--- config.mk ---
export PLATFORM = sky130hd
export DESIGN_NAME = cu_sequencer_flat
export DESIGN_NICKNAME = d
export VERILOG_FILES = /design/src/rtl/cu_sequencer_pkg.sv /design/src/rtl/cu_sequencer_if.sv /design/src/rtl/cu_wait_timer.sv /design/src/rtl/cu_sequencer.sv /design/src/flat_wrapper.sv
export SDC_FILE = /design/constraint.sdc
export NUM_CORES = 1
export LEC_CHECK = 0
export BUFFER_PORTS_ARGS = -buffer_cell sky130_fd_sc_hd__buf_2
export CAP_MARGIN = 0
export CORE_MARGIN = 10
export CORE_UTILIZATION = 51
export DETAILED_ROUTE_END_ITERATION = 10
export PLACE_DENSITY = 0.82
export SKIP_CTS_REPAIR_TIMING = 1
export SLEW_MARGIN = 5
export SYNTH_ARGS = -nofsm -noshare
export SYNTH_HDL_FRONTEND = slang
export SYNTH_SLANG_ARGS = --single-unit
--- constraint.sdc ---
create_clock -name clock -period 2.9 [get_ports clock]
set_input_delay 0.145 -clock clock [delete_from_list [all_inputs] [get_ports clock]]
set_output_delay 0.145 -clock clock [all_outputs]
set_load 0.05 [all_outputs]
--- src/rtl/cu_sequencer_pkg.sv ---
`default_nettype none
// ============================================================================
//  Module      : cu_sequencer_pkg
//  Description : Shared types and constants for the control-unit sequencer:
//                phase encoding, status flag indices and the control-word
//                field offsets it shares with the R-type decoder.
//  Revision    : 1.0 - initial release
// ============================================================================
package cu_sequencer_pkg;

    // Micro-state width shared with the decoder's state/NS fields
    localparam int SEQ_STATE_W = 4;

    // Width of the ALU status flag group {N,Z,C,V}
    localparam int STATUS_W = 4;

    // Sequencer phase encoding
    typedef enum logic [1:0] {
        PH_IDLE  = 2'd0,
        PH_FETCH = 2'd1,
        PH_EXEC  = 2'd2,
        PH_HALT  = 2'd3
    } phase_e;

    // Status flag bit positions
    localparam int STAT_N = 3;
    localparam int STAT_Z = 2;
    localparam int STAT_C = 1;
    localparam int STAT_V = 0;

    // Control-word field offsets common to decoder and sequencer
    localparam int CW_NS_LSB       = 0;
    localparam int CW_NS_W         = SEQ_STATE_W;
    localparam int CW_STATUS_LOAD  = CW_NS_LSB + CW_NS_W;
    localparam int CW_DP_LSB       = CW_STATUS_LOAD + 1;

    // Pack individual ALU flags into the {N,Z,C,V} status word
    function automatic logic [STATUS_W-1:0] pack_flags(
        input logic n,
        input logic z,
        input logic c,
        input logic v
    );
        logic [STATUS_W-1:0] f;
        f         = '0;
        f[STAT_N] = n;
        f[STAT_Z] = z;
        f[STAT_C] = c;
        f[STAT_V] = v;
        return f;
    endfunction

endpackage : cu_sequencer_pkg
`default_nettype wire

--- src/rtl/cu_sequencer_if.sv ---
`default_nettype none
// ============================================================================
//  Module      : cu_sequencer_if
//  Description : Bundles the sequencer's memory handshake, decoder links and
//                datapath status signals. The master modport is the
//                sequencer; the slave modport is its environment.
//  Revision    : 1.0 - initial release
// ============================================================================
interface cu_sequencer_if #(
    parameter int IR_W    = 32,
    parameter int STATE_W = 4,
    parameter int CNT_W   = 16
) ();
    import cu_sequencer_pkg::*;

    // Environment to sequencer
    logic                run;
    logic                mem_ready;
    logic [IR_W-1:0]     mem_data;
    logic [STATE_W-1:0]  NS;
    logic                status_load;
    logic [STATUS_W-1:0] status_in;

    // Sequencer to environment
    logic                fetch_req;
    logic                pc_inc;
    logic [IR_W-1:0]     IR;
    logic [STATE_W-1:0]  state;
    logic [STATUS_W-1:0] status;
    logic                exec;
    logic                fetch_err;
    logic [CNT_W-1:0]    retired;

    modport master (
        input  run, mem_ready, mem_data, NS, status_load, status_in,
        output fetch_req, pc_inc, IR, state, status, exec, fetch_err, retired
    );

    modport slave (
        output run, mem_ready, mem_data, NS, status_load, status_in,
        input  fetch_req, pc_inc, IR, state, status, exec, fetch_err, retired
    );

endinterface : cu_sequencer_if
`default_nettype wire

--- src/rtl/cu_wait_timer.sv ---
`default_nettype none
// ============================================================================
//  Module      : cu_wait_timer
//  Description : Loadable saturating up-counter. The sequencer reloads it on
//                every phase change and uses it both as the fetch wait
//                counter and as the EXEC-length guard.
//  Revision    : 1.0 - initial release
// ============================================================================
module cu_wait_timer #(
    parameter int WIDTH = 5
) (
    input  wire logic             clk_i,
    input  wire logic             rst_ni,
    input  wire logic             load_i,
    input  wire logic [WIDTH-1:0] load_val_i,
    input  wire logic             en_i,
    output logic      [WIDTH-1:0] count_o
);

    localparam logic [WIDTH-1:0] CNT_MAX = '1;

    logic [WIDTH-1:0] count_q;
    logic [WIDTH-1:0] count_d;

    // Load wins over counting; counting stops at all-ones instead of wrapping
    always_comb begin
        count_d = count_q;
        if (load_i) begin
            count_d = load_val_i;
        end else if (en_i && (count_q != CNT_MAX)) begin
            count_d = count_q + WIDTH'(1);
        end
    end

    // Counter register
    always_ff @(posedge clk_i or negedge rst_ni) begin
        if (!rst_ni) begin
            count_q <= '0;
        end else begin
            count_q <= count_d;
        end
    end

    assign count_o = count_q;

endmodule : cu_wait_timer
`default_nettype wire

--- src/rtl/cu_sequencer.sv ---
`default_nettype none
// ============================================================================
//  Module      : cu_sequencer
//  Description : Control-unit sequencer. Fetches instruction words over a
//                req/ready handshake into IR, steps the micro-state from the
//                decoder's NS, latches ALU flags on status_load and counts
//                retired instructions. Fetch timeouts and runaway EXEC
//                sequences park the unit in HALT with fetch_err set.
//  Revision    : 1.0 - initial release
// ============================================================================
module cu_sequencer
    import cu_sequencer_pkg::*;
#(
    parameter int IR_W     = 32,
    parameter int STATE_W  = SEQ_STATE_W,
    parameter int WAIT_MAX = 15,
    parameter int CNT_W    = 16
) (
    input  wire logic           clock,
    input  wire logic           reset_n,
    cu_sequencer_if.master      bus
);

    // EXEC may last at most one pass through every micro-state
    localparam int EXEC_MAX = 1 << STATE_W;
    localparam int TMR_MAX  = (WAIT_MAX > EXEC_MAX) ? WAIT_MAX : EXEC_MAX;
    localparam int TIMER_W  = $clog2(TMR_MAX + 1);

    localparam logic [TIMER_W-1:0] FETCH_LAST = TIMER_W'(WAIT_MAX - 1);
    localparam logic [TIMER_W-1:0] EXEC_LAST  = TIMER_W'(EXEC_MAX - 1);

    // ------------------------------------------------------------------
    // Reset: asserts asynchronously, releases on a clock edge
    // ------------------------------------------------------------------
    logic [1:0] rst_sync_q;
    logic       rst_n_int;

    // Two-stage release synchroniser for the external reset
    always_ff @(posedge clock or negedge reset_n) begin
        if (!reset_n) begin
            rst_sync_q <= 2'b00;
        end else begin
            rst_sync_q <= {rst_sync_q[0], 1'b1};
        end
    end

    assign rst_n_int = rst_sync_q[1];

    // ------------------------------------------------------------------
    // State
    // ------------------------------------------------------------------
    phase_e              phase_q,     phase_d;
    logic [IR_W-1:0]     ir_q,        ir_d;
    logic [STATE_W-1:0]  state_q,     state_d;
    logic [STATUS_W-1:0] status_q,    status_d;
    logic [CNT_W-1:0]    retired_q,   retired_d;
    logic                fetch_err_q, fetch_err_d;

    logic                tmr_load;
    logic                tmr_en;
    logic [TIMER_W-1:0]  tmr_cnt;

    logic                in_fetch;
    logic                in_exec;
    logic                accept;

    assign in_fetch = (phase_q == PH_FETCH);
    assign in_exec  = (phase_q == PH_EXEC);
    assign accept   = in_fetch && bus.mem_ready;

    // ------------------------------------------------------------------
    // Shared wait / EXEC-length timer
    // ------------------------------------------------------------------
    cu_wait_timer #(
        .WIDTH      (TIMER_W)
    ) u_wait_timer (
        .clk_i      (clock),
        .rst_ni     (rst_n_int),
        .load_i     (tmr_load),
        .load_val_i ('0),
        .en_i       (tmr_en),
        .count_o    (tmr_cnt)
    );

    // Restart the timer on every phase change; it only runs in FETCH/EXEC
    always_comb begin
        tmr_load = (phase_d != phase_q) || (phase_q == PH_IDLE) || (phase_q == PH_HALT);
        tmr_en   = in_fetch || in_exec;
    end

    // Next phase and next values of IR, state, status, counters
    always_comb begin
        phase_d     = phase_q;
        ir_d        = ir_q;
        state_d     = state_q;
        status_d    = status_q;
        retired_d   = retired_q;
        fetch_err_d = fetch_err_q;

        case (phase_q)
            PH_IDLE: begin
                if (bus.run) begin
                    phase_d = PH_FETCH;
                end
            end

            PH_FETCH: begin
                if (bus.mem_ready) begin
                    ir_d    = bus.mem_data;
                    state_d = '0;
                    phase_d = PH_EXEC;
                end else if (tmr_cnt >= FETCH_LAST) begin
                    fetch_err_d = 1'b1;
                    phase_d     = PH_HALT;
                end
            end

            PH_EXEC: begin
                // The control word is applied every EXEC cycle, including
                // the one that completes the instruction
                state_d = bus.NS;
                if (bus.status_load) begin
                    status_d = bus.status_in;
                end
                if (bus.NS == '0) begin
                    retired_d = retired_q + CNT_W'(1);
                    phase_d   = bus.run ? PH_FETCH : PH_IDLE;
                end else if (tmr_cnt >= EXEC_LAST) begin
                    // Decoder never returned to state 0: treat as a hang
                    fetch_err_d = 1'b1;
                    phase_d     = PH_HALT;
                end
            end

            PH_HALT: begin
                phase_d = PH_HALT;
            end

            default: begin
                phase_d = PH_IDLE;
            end
        endcase
    end

    // Sequencer registers
    always_ff @(posedge clock or negedge rst_n_int) begin
        if (!rst_n_int) begin
            phase_q     <= PH_IDLE;
            ir_q        <= '0;
            state_q     <= '0;
            status_q    <= '0;
            retired_q   <= '0;
            fetch_err_q <= 1'b0;
        end else begin
            phase_q     <= phase_d;
            ir_q        <= ir_d;
            state_q     <= state_d;
            status_q    <= status_d;
            retired_q   <= retired_d;
            fetch_err_q <= fetch_err_d;
        end
    end

    // ------------------------------------------------------------------
    // Outputs: strobes decode from phase, everything else is registered
    // ------------------------------------------------------------------
    assign bus.fetch_req = in_fetch;
    assign bus.pc_inc    = accept;
    assign bus.exec      = in_exec;
    assign bus.IR        = ir_q;
    assign bus.state     = state_q;
    assign bus.status    = status_q;
    assign bus.fetch_err = fetch_err_q;
    assign bus.retired   = retired_q;

endmodule : cu_sequencer
`default_nettype wire

--- src/flat_wrapper.sv ---
// flat-port wrapper written by rule: the top's interface ports become plain ports
module cu_sequencer_flat import cu_sequencer_pkg::*;
#(
    parameter int IR_W     = 32,
    parameter int STATE_W  = SEQ_STATE_W,
    parameter int WAIT_MAX = 15,
    parameter int CNT_W    = 16
)
  (clock, reset_n, bus_run, bus_mem_ready, bus_mem_data, bus_NS, bus_status_load, bus_status_in, bus_fetch_req, bus_pc_inc, bus_IR, bus_state, bus_status, bus_exec, bus_fetch_err, bus_retired);
  cu_sequencer_if #(.IR_W(IR_W), .STATE_W(STATE_W), .CNT_W(CNT_W)) bus_i ();
  input  wire logic clock;
  input  wire logic reset_n;
  input wire logic [$bits(bus_i.run)-1:0] bus_run;
  input wire logic [$bits(bus_i.mem_ready)-1:0] bus_mem_ready;
  input wire logic [$bits(bus_i.mem_data)-1:0] bus_mem_data;
  input wire logic [$bits(bus_i.NS)-1:0] bus_NS;
  input wire logic [$bits(bus_i.status_load)-1:0] bus_status_load;
  input wire logic [$bits(bus_i.status_in)-1:0] bus_status_in;
  output wire logic [$bits(bus_i.fetch_req)-1:0] bus_fetch_req;
  output wire logic [$bits(bus_i.pc_inc)-1:0] bus_pc_inc;
  output wire logic [$bits(bus_i.IR)-1:0] bus_IR;
  output wire logic [$bits(bus_i.state)-1:0] bus_state;
  output wire logic [$bits(bus_i.status)-1:0] bus_status;
  output wire logic [$bits(bus_i.exec)-1:0] bus_exec;
  output wire logic [$bits(bus_i.fetch_err)-1:0] bus_fetch_err;
  output wire logic [$bits(bus_i.retired)-1:0] bus_retired;
  assign bus_i.run = bus_run;
  assign bus_i.mem_ready = bus_mem_ready;
  assign bus_i.mem_data = bus_mem_data;
  assign bus_i.NS = bus_NS;
  assign bus_i.status_load = bus_status_load;
  assign bus_i.status_in = bus_status_in;
  assign bus_fetch_req = bus_i.fetch_req;
  assign bus_pc_inc = bus_i.pc_inc;
  assign bus_IR = bus_i.IR;
  assign bus_state = bus_i.state;
  assign bus_status = bus_i.status;
  assign bus_exec = bus_i.exec;
  assign bus_fetch_err = bus_i.fetch_err;
  assign bus_retired = bus_i.retired;
  cu_sequencer #(.IR_W(IR_W), .STATE_W(STATE_W), .WAIT_MAX(WAIT_MAX), .CNT_W(CNT_W)) u_core (.clock(clock), .reset_n(reset_n), .bus(bus_i));
endmodule
==> qor.yml, run 1 <==
syn_avg_cell_area_um2: 13.2
cts_tree: "done"
grt-ovfl-total: 0
min_from: "bus_mem_data[25]"
crit_path_end_kind: "register"
num_antenna_cells: 0
clock_path_buffers: 2
ys.flop_type: "dfrtp_1"
grt_max_degree: 38
cap_violations: 0
dp.cells: 397
tns_ns: 0
netlist_instances: 223
core_area_um2: 5540
cp_slowest_stage_delay_ns: 0.56
drt-wirelength-per-cell_um: 16.2
yosysSeqAreaShare: 0.561
cts_buffers: 9
grt_first_pass_wirelength_um: 10500
antenna_found_initial: 0
ys_types: 38
via_per_inst: 5.17
grt_pass1_vias: 2204
critical_path_arrival_ns: 2.44
design_area_um2: 3730
period_share: 0.762
r2r-end: "u_core.u_wait_timer.count_o[1]$_DFFE_PN0P_"
p_leak_uw: 0.00186
dieWidth_um: 96.0
place_hpwl_um: 5270
drt_iter0_drc: 51
postPlaceCellArea_um2: 3550
dieArea_um2: 9220
setup_viol: 0
port-buffer-count: 104
syn_area_um2: 2950
clock-sinks: 66
hold_viol_final: 0
fmax_ghz: 0.453
peakVddDrop_v: 0.000821
min_to: "u_core.bus.IR[25]$_DFFE_PN0P_"
whs_path_depth: 2
final_cell_count_no_fill: 413
worst_pin_slew_ns: 0.766
vias: 2137
fin_nets: 391
cts_max_level: 3
path_clk_slew_ns: 0.07
rrSetupSlack_ns: 0.69
crit_top_cell: "ha_1"
ios: 105
fin_skew_ns: 0.0124
setup.worst_path.start: "u_core.u_wait_timer.count_o[0]$_DFFE_PN0P_"
cp_max_fo: 7
min_period_ns: 2.21
grt_use_total: 0.146
synthTopCellsByCount: "dfrtp_1, mux2_2, nand2_1"
slowest_stage: "nor2b_1"
yosysWarnings: 0
path_cells: "ha_1 -> and3_1 -> ha_1 -> nor2b_1 -> nor2_1 -> a2111oi_4"
routed_wl_um: 6700
start_kind: "register"
drtPass1Iterations: 4
synth_nets: 277
maxSlewHeadroom: 0.489
place.gp.congestion: 0.906
rows: 27
die_h_um: 96.0
synth_edf_count: 0
synth_top_area_cell: "dfrtp_1"
synth_area_leaders: "dfrtp_1, mux2_2, ha_1"
synth.top_cell.area_share: 0.561
required_ns: 3.13
drive_gt1_frac: 0.493
rr_worst_depth: 6
rsz0062_at_grt: "false"
async_flop_share: 1.00
power_density_nw_per_um2: 1200
yosysMostFrequentCell: "dfrtp_1"
path_class: "register to register"
outcome: "completed"
drc: 0
synth-seq-cells: 66
hold_class: "primary input to register"
clock_latency_ns: 0.34
start_util: 0.532
power_uw: 4480
drt.antenna.violating_nets: 0
rr_startpoint: "u_core.u_wait_timer.count_o[0]$_DFFE_PN0P_"
cts-root-buf: "clkbuf_8"
slew_viol_final: 0
syn_to_final_growth_pct: 26.7
[worst max-delay path by stage]
stage	endpoint	slack, ns	depth (start not counted)
6_report	u_core.u_wait_timer.count_o[1]$_DFFE_PN0P_	0.69	6
5_1_grt	u_core.u_wait_timer.count_o[4]$_DFFE_PN0P_	0.54	6
4_1_cts	u_core.u_wait_timer.count_o[1]$_DFFE_PN0P_	0.68	6
3_5_place_dp	u_core.u_wait_timer.count_o[3]$_DFFE_PN0P_	0.69	7
3_3_place_gp	u_core.u_wait_timer.count_o[1]$_DFFE_PN0P_	0.77	8
2_1_floorplan	u_core.u_wait_timer.count_o[1]$_DFFE_PN0P_	0.73	7
[cells in the final DEF (no fill, tap or decap), types with 3 or more instances in the layout]
cell type  count
and3_1         5
xor2_1         6
nand4_1        6
nand2_1       14
buf_4          3
nor3_1         4
buf_2        104
ha_1           9
nor2_1        11
dfrtp_1       65
nand3_1        6
xnor2_1       12
inv_1          8
clkbuf_8      11
a21oi_1        3
o21ai_0        3
mux2_2        37
a22o_1         3
[flip-flops by register name (all words and copies together), names as in the netlist]
name                         count
u_core.phase_q                   2
u_core.bus.status                4
u_core.u_wait_timer.count_o      5
u_core.bus.IR                   32
u_core.bus.fetch_err             1
u_core.rst_sync_q                2
u_core.bus.state                 4
u_core.bus.retired              16
[worst max-delay path, delay by kind of cell, from the launching register on]
kind,cells,cell delay (ns)
compound gates,1,0.34
fa+ha+maj,2,0.42
flops,1,0.43
simple gates,3,0.92
[metrics by stage]
stage / utilization / hold WS, ns / setup WS, ns
2_1_floorplan: - / -0.151 / 0.729
3_3_place_gp: 0.641 / -0.0694 / 0.767
3_5_place_dp: 0.641 / -0.0684 / 0.694
4_1_cts: 0.672 / -0.430 / 0.683
5_1_grt: 0.674 / 0.0238 / 0.538
6_report: 0.674 / 0.0380 / 0.690
[per-layer routing]
layer | GRT usage | up-vias | part of all wire
met5 | 0 | - | 0
met4 | 0.0565 | 0 | 0.011
met3 | 0.0646 | 8 | 0.11
met2 | 0.227 | 78 | 0.48
met1 | 0.174 | 1028 | 0.40
li1 | - | 1023 | -
[kinds of logic (layout without fill, tap and decap cells)]
logic type	count (synthesis)	in the layout	share of synthesized area
buffers and inverters	13	131	0.0200
muxes	37	37	0.141
xor gates and xnor gates	18	18	0.0535
adders and majority gates	9	9	0.0382
other	1	1	0.00127
and+or+nand+nor	55	55	0.102
DFF	66	66	0.561
AOI/OAI and AO/OA	24	24	0.0828
[power by group]
| part | internal (uW) | switching (uW) | leakage (uW) | total [uW] |
|---|---|---|---|---|
| clock network | 352 | 329 | 0.0000855 | 681 |
| logic | 685 | 1690 | 0.000948 | 2380 |
| registers | 1240 | 181 | 0.000825 | 1420 |
[final cells by class]
type                    count  area [um^2]
clock buffers              13          159
fillers                   424         1810
clock inverters             2         12.5
flip-flops and latches     66         1650
well taps                  72         90.1
inverters                   8         30.0
multi-input cells         144         1230
repair buffers            108          553
Note: power is estimated with default switching activity, not from simulation.
==> inputs of run 2 (changes only) <==
--- a/config.mk
+++ b/config.mk
@@ -8,9 +8,9 @@
 export BUFFER_PORTS_ARGS = -buffer_cell sky130_fd_sc_hd__buf_2
 export CAP_MARGIN = 0
 export CORE_MARGIN = 10
-export CORE_UTILIZATION = 51
+export CORE_UTILIZATION = 45
 export DETAILED_ROUTE_END_ITERATION = 10
-export PLACE_DENSITY = 0.82
+export PLACE_DENSITY = 0.76
 export SKIP_CTS_REPAIR_TIMING = 1
 export SLEW_MARGIN = 5
 export SYNTH_ARGS = -nofsm -noshare
==> constraint.sdc (replaced) <==
create_clock -name clock -period 1.8 [get_ports clock]
set_input_delay 0.09 -clock clock [delete_from_list [all_inputs] [get_ports clock]]
set_output_delay 0.09 -clock clock [all_outputs]
set_load 0.05 [all_outputs]
==> qor.yml, run 2 (synthesis results as in run 1) <==
outcome: "complete, but fails checks"
violations: "negative setup slack"
grt_max_degree: 34
hold_viol_final: 0
grt_first_pass_wirelength_um: 11200
rsz0062_at_grt: "true"
path_class: "register to register"
final_common_cell: "buf_2"
crit_path_end_kind: "register"
whs_ns: 0.000168
grt_use_total: 0.139
switching_share: 0.482
fin_skew_ns: 0.00878
clock_latency_ns: 0.33
start_util: 0.464
internal_power_uw: 3990
rr_worst_depth: 9
postLayoutCoreUtil: 0.684
final_cell_count_no_fill: 474
routed_wl_um: 7810
grt-ovfl-total: 0
dieWidth_um: 101
cts_tree: "done"
rrSetupSlack_ns: -0.21
num_antenna_cells: 0
cap_violations: 0
required_ns: 2.05
power_density_nw_per_um2: 1770
n_fill_cell: 495
grt_pass1_vias: 2215
ios: 105
dp.cells: 421
drtPass1Iterations: 4
seqCellArea_um2: 1650
start_kind: "register"
syn_to_final_growth_pct: 47.5
drive_gt1_frac: 0.521
r2r-end: "u_core.u_wait_timer.count_o[2]$_DFFE_PN0P_"
hold_class: "primary input to register"
via_per_inst: 4.90
clkPwrFrac: 0.146
setup.worst_path.start: "u_core.u_wait_timer.count_o[1]$_DFFE_PN0P_"
cts_buffers: 9
p_leak_uw: 0.00213
critical_path_arrival_ns: 2.26
cts-root-buf: "clkbuf_8"
antenna_found_initial: 0
postPlaceCellArea_um2: 3760
slew_viol_final: 0
largest_reg_flops: 32
cp_max_fo: 5
multi_input_area_um2: 1310
layout_common_cells: "buf_2, dfrtp_1, mux2_2, dlygate4sd3_1, buf_4"
period_share: 1.12
pwr-share-seq: 0.293
worstSetupEndpoint: "u_core.u_wait_timer.count_o[2]$_DFFE_PN0P_"
peakVddDrop_v: 0.00167
die_h_um: 101
design_area_um2: 4340
place_hpwl_um: 5590
drt.antenna.violating_nets: 0
port-buffer-count: 104
combPwrFrac: 0.561
min_period_ns: 2.01
vias: 2323
fmax_ghz: 0.498
power.switching_uw: 3700
rr_startpoint: "u_core.u_wait_timer.count_o[1]$_DFFE_PN0P_"
core_area_um2: 6350
fin_nets: 448
place.gp.congestion: 0.820
power_uw: 7690
setup_viol: 6
clock-sinks: 66
dieArea_um2: 10200
cts_max_level: 3
drt_iter0_drc: 63
clock_path_buffers: 2
drt-wirelength-per-cell_um: 16.5
setup_ws_ns: -0.208
drc: 0
path_clk_slew_ns: 0.07
rows: 29
-- run 2: cell count changes in the layout (fill, tap and decap cells not counted), moves of 2 or more --
cell,previous run,this run
ha_1,9,5
dlygate4sd3_1,1,33
inv_1,8,6
ha_4,0,3
clkbuf_1,2,0
inv_2,0,2
nor3_1,4,1
nor3_2,0,3
buf_4,3,27
-- run 2: worst min-delay path by stage --
stage | startpoint | cells after the start | slack [ns] | endpoint
floorplan | reset_n | 0 | -0.21 | u_core.rst_sync_q[0]$_DFF_PN0_
global placement | reset_n | 1 | -0.12 | u_core.rst_sync_q[0]$_DFF_PN0_
detailed placement | reset_n | 1 | -0.12 | u_core.rst_sync_q[0]$_DFF_PN0_
CTS | reset_n | 1 | -0.49 | u_core.rst_sync_q[1]$_DFF_PN0_
global route | bus_mem_data[14] | 2 | 0.003 | u_core.bus.IR[14]$_DFFE_PN0P_
finish | bus_mem_data[14] | 2 | 0.0002 | u_core.bus.IR[14]$_DFFE_PN0P_
-- run 2: power by group through the flow --
stage	combinational, uW	clock (uW)	sequential (uW)
finish	4320	1120	2250
global route	4550	1230	2320
CTS	4150	1160	2240
detailed placement	4140	0	2270
global placement	4080	0	2240
floorplan	1380	0	3970
-- run 2: final cells by class --
cell class	instances	share of cell area
Clock inverter	2	0.00288
Clock buffer	12	0.0380
Inverter	8	0.00691
Sequential cell	66	0.381
Timing Repair Buffer	165	0.249
Multi-Input combinational cell	144	0.301
Tap cell	77	0.0222
-- run 2: layer usage --
metal	part of all wire	up-vias	track usage	routed length [um]
met4	0.015	0	0.0697	121
met2	0.50	72	0.211	3910
li1	-	1133	-	-
met5	0	-	0	0
met1	0.41	1108	0.168	3240
met3	0.071	10	0.0521	551
-- run 2: worst max-delay path, stage by stage, from the launching register on --
cell	delay, ns
dfrtp_1	0.38
ha_2	0.19
and3_4	0.16
ha_4	0.16
nor2_4	0.11
a21oi_2	0.07
a221oi_2	0.35
nand4_4	0.21
buf_4	0.19
nor3_2	0.10
-- run 2: metrics by stage --
| stage | setup TNS [ns] | setup WS (ns) |
|---|---|---|
| floorplan | -0.311 | -0.168 |
| global placement | -0.360 | -0.175 |
| detailed placement | -0.717 | -0.255 |
| CTS | -0.914 | -0.279 |
| global route | -1.56 | -0.316 |
| finish | -0.899 | -0.208 |
==> inputs of run 3 (changes only) <==
--- a/config.mk
+++ b/config.mk
@@ -7,10 +7,13 @@
 export LEC_CHECK = 0
 export BUFFER_PORTS_ARGS = -buffer_cell sky130_fd_sc_hd__buf_2
 export CAP_MARGIN = 0
+export CELL_PAD_IN_SITES_DETAIL_PLACEMENT = 2
+export CELL_PAD_IN_SITES_GLOBAL_PLACEMENT = 2
 export CORE_MARGIN = 10
-export CORE_UTILIZATION = 45
+export CORE_UTILIZATION = 28
+export CTS_BUF_LIST = sky130_fd_sc_hd__clkbuf_16
 export DETAILED_ROUTE_END_ITERATION = 10
-export PLACE_DENSITY = 0.76
+export PLACE_DENSITY_LB_ADDON = 0.1
 export SKIP_CTS_REPAIR_TIMING = 1
 export SLEW_MARGIN = 5
 export SYNTH_ARGS = -nofsm -noshare
==> qor.yml, run 3 (synthesis results as in run 1) <==
period_share: 1.22
routed_wl_um: 10200
grt_use_met3: 0.0436
grt_util_met2: 0.209
via_per_inst: 4.41
violations: "negative setup slack"
largest_reg_flops: 32
worst_pin_slew_ns: 0.520
pre_cts_ws_ns: -0.297
vias: 2393
fmax_ghz: 0.457
dieArea_um2: 15000
drive_gt1_frac: 0.553
cp_max_fo: 4
path_clk_slew_ns: 0.06
power_uw: 8550
core_area_um2: 10300
hold_viol_final: 0
dieWidth_um: 123
gr-max-usage-layer: "met2"
grt-ovfl-total: 0
outcome: "complete, but fails checks"
final_common_cell: "buf_2"
cts_buffers: 9
critical_path_arrival_ns: 2.41
path_class: "register to register"
clock_latency_ns: 0.32
drc: 0
crit_path_end_kind: "register"
start_util: 0.287
rsz0062_at_grt: "true"
drtPass1Iterations: 3
cts_max_level: 3
setup_ws_ns: -0.390
min_period_ns: 2.19
place_hpwl_um: 7170
clock-sinks: 66
syn_to_final_growth_pct: 57.6
peakVddDrop_v: 0.000704
cap_violations: 0
use_met1: 0.143
maxSlewHeadroom: 0.654
grt_first_pass_wirelength_um: 14400
hold_class: "primary input to register"
layout_common_cells: "buf_2, dfrtp_1, mux2_2, buf_4, dlygate4sd3_1"
fin_nets: 456
antenna_found_initial: 0
grt_pass1_vias: 2590
power_density_nw_per_um2: 1840
grt_max_degree: 34
place.gp.congestion: 0.804
tns_ns: -1.65
slew_viol_final: 0
cts-root-buf: "clkbuf_16"
required_ns: 2.02
clock_path_buffers: 2
ios: 105
drt.antenna.violating_nets: 0
grt_use_total: 0.123
die_h_um: 123
rows: 37
setup_viol: 7
drt_iter0_drc: 92
drt-wirelength-per-cell_um: 18.7
start_kind: "register"
fin_skew_ns: 0.00730
p_leak_uw: 0.00226
cts_tree: "done"
num_antenna_cells: 0
port-buffer-count: 104
-- run 3: changes by cell type in the layout (fill, tap and decap cells not counted), moves of 2 or more --
| cell | previous run | this run |
|---|---|---|
| buf_12 | 1 | 3 |
| buf_4 | 27 | 37 |
| clkbuf_16 | 0 | 10 |
| clkbuf_8 | 12 | 0 |
| dlygate4sd3_1 | 33 | 27 |
-- run 3: final cells by class --
type	count	area [um^2]
Clock inverter	7	46.3
Tap cell	136	170
Clock buffer	9	225
Multi-Input combinational cell	144	1350
Fill cell	1099	5630
Sequential cell	66	1650
Inverter	8	30.0
Timing Repair Buffer	173	1170
-- run 3: path summary, 6_finish.rpt --
kind	from	to	slack, ns	cells after the start
hold reg to reg	u_core.rst_sync_q[1]$_DFF_PN0_	u_core.u_wait_timer.count_o[1]$_DFFE_PN0P_	0.24	0
hold / removal	bus_mem_data[17]	u_core.bus.IR[17]$_DFFE_PN0P_	0.003	2
setup reg to reg	u_core.u_wait_timer.count_o[1]$_DFFE_PN0P_	u_core.u_wait_timer.count_o[1]$_DFFE_PN0P_	-0.39	9
setup / recovery	u_core.u_wait_timer.count_o[1]$_DFFE_PN0P_	u_core.u_wait_timer.count_o[1]$_DFFE_PN0P_	-0.39	9
min in group asynchronous	reset_n	u_core.rst_sync_q[0]$_DFF_PN0_	0.10	2
max in group asynchronous	u_core.rst_sync_q[1]$_DFF_PN0_	u_core.bus.IR[14]$_DFFE_PN0P_	1.04	1
-- run 3: worst max-delay path, stage by stage, from the launching register on --
cell	delay, ns
dfrtp_1	0.39
ha_2	0.19
and3_4	0.20
ha_4	0.16
nor2_4	0.15
a21oi_4	0.09
a221oi_4	0.36
nand4_4	0.19
buf_6	0.17
a2111oi_4	0.17
-- run 3: routing by layer --
layer  vias up  wire (um)
met4         0         55
li1       1142          -
met2        50       5280
met5         -          0
met3         4        491
met1      1197       4330
-- run 3: where the power goes --
group          switching, uW  internal [uW]  total [uW]
Combinational           3080           1610        4690
Clock                    666            928        1590
Sequential               273           2000        2270
Total                   4020           4530        8550
-- run 3: through the flow --
| step | instances | instance area [um^2] | utilization | hold slack, ns |
|---|---|---|---|---|
| final | 543 | 4640 | 0.452 | 0.00319 |
| after global routing | 543 | 4640 | 0.452 | 0.00348 |
| after CTS | 508 | 4220 | 0.411 | -0.474 |
| after detailed placement | 492 | 3950 | 0.384 | -0.122 |
| after global placement | 492 | 3950 | 0.384 | -0.123 |
| after floorplan | 223 | 3000 | - | -0.206 |
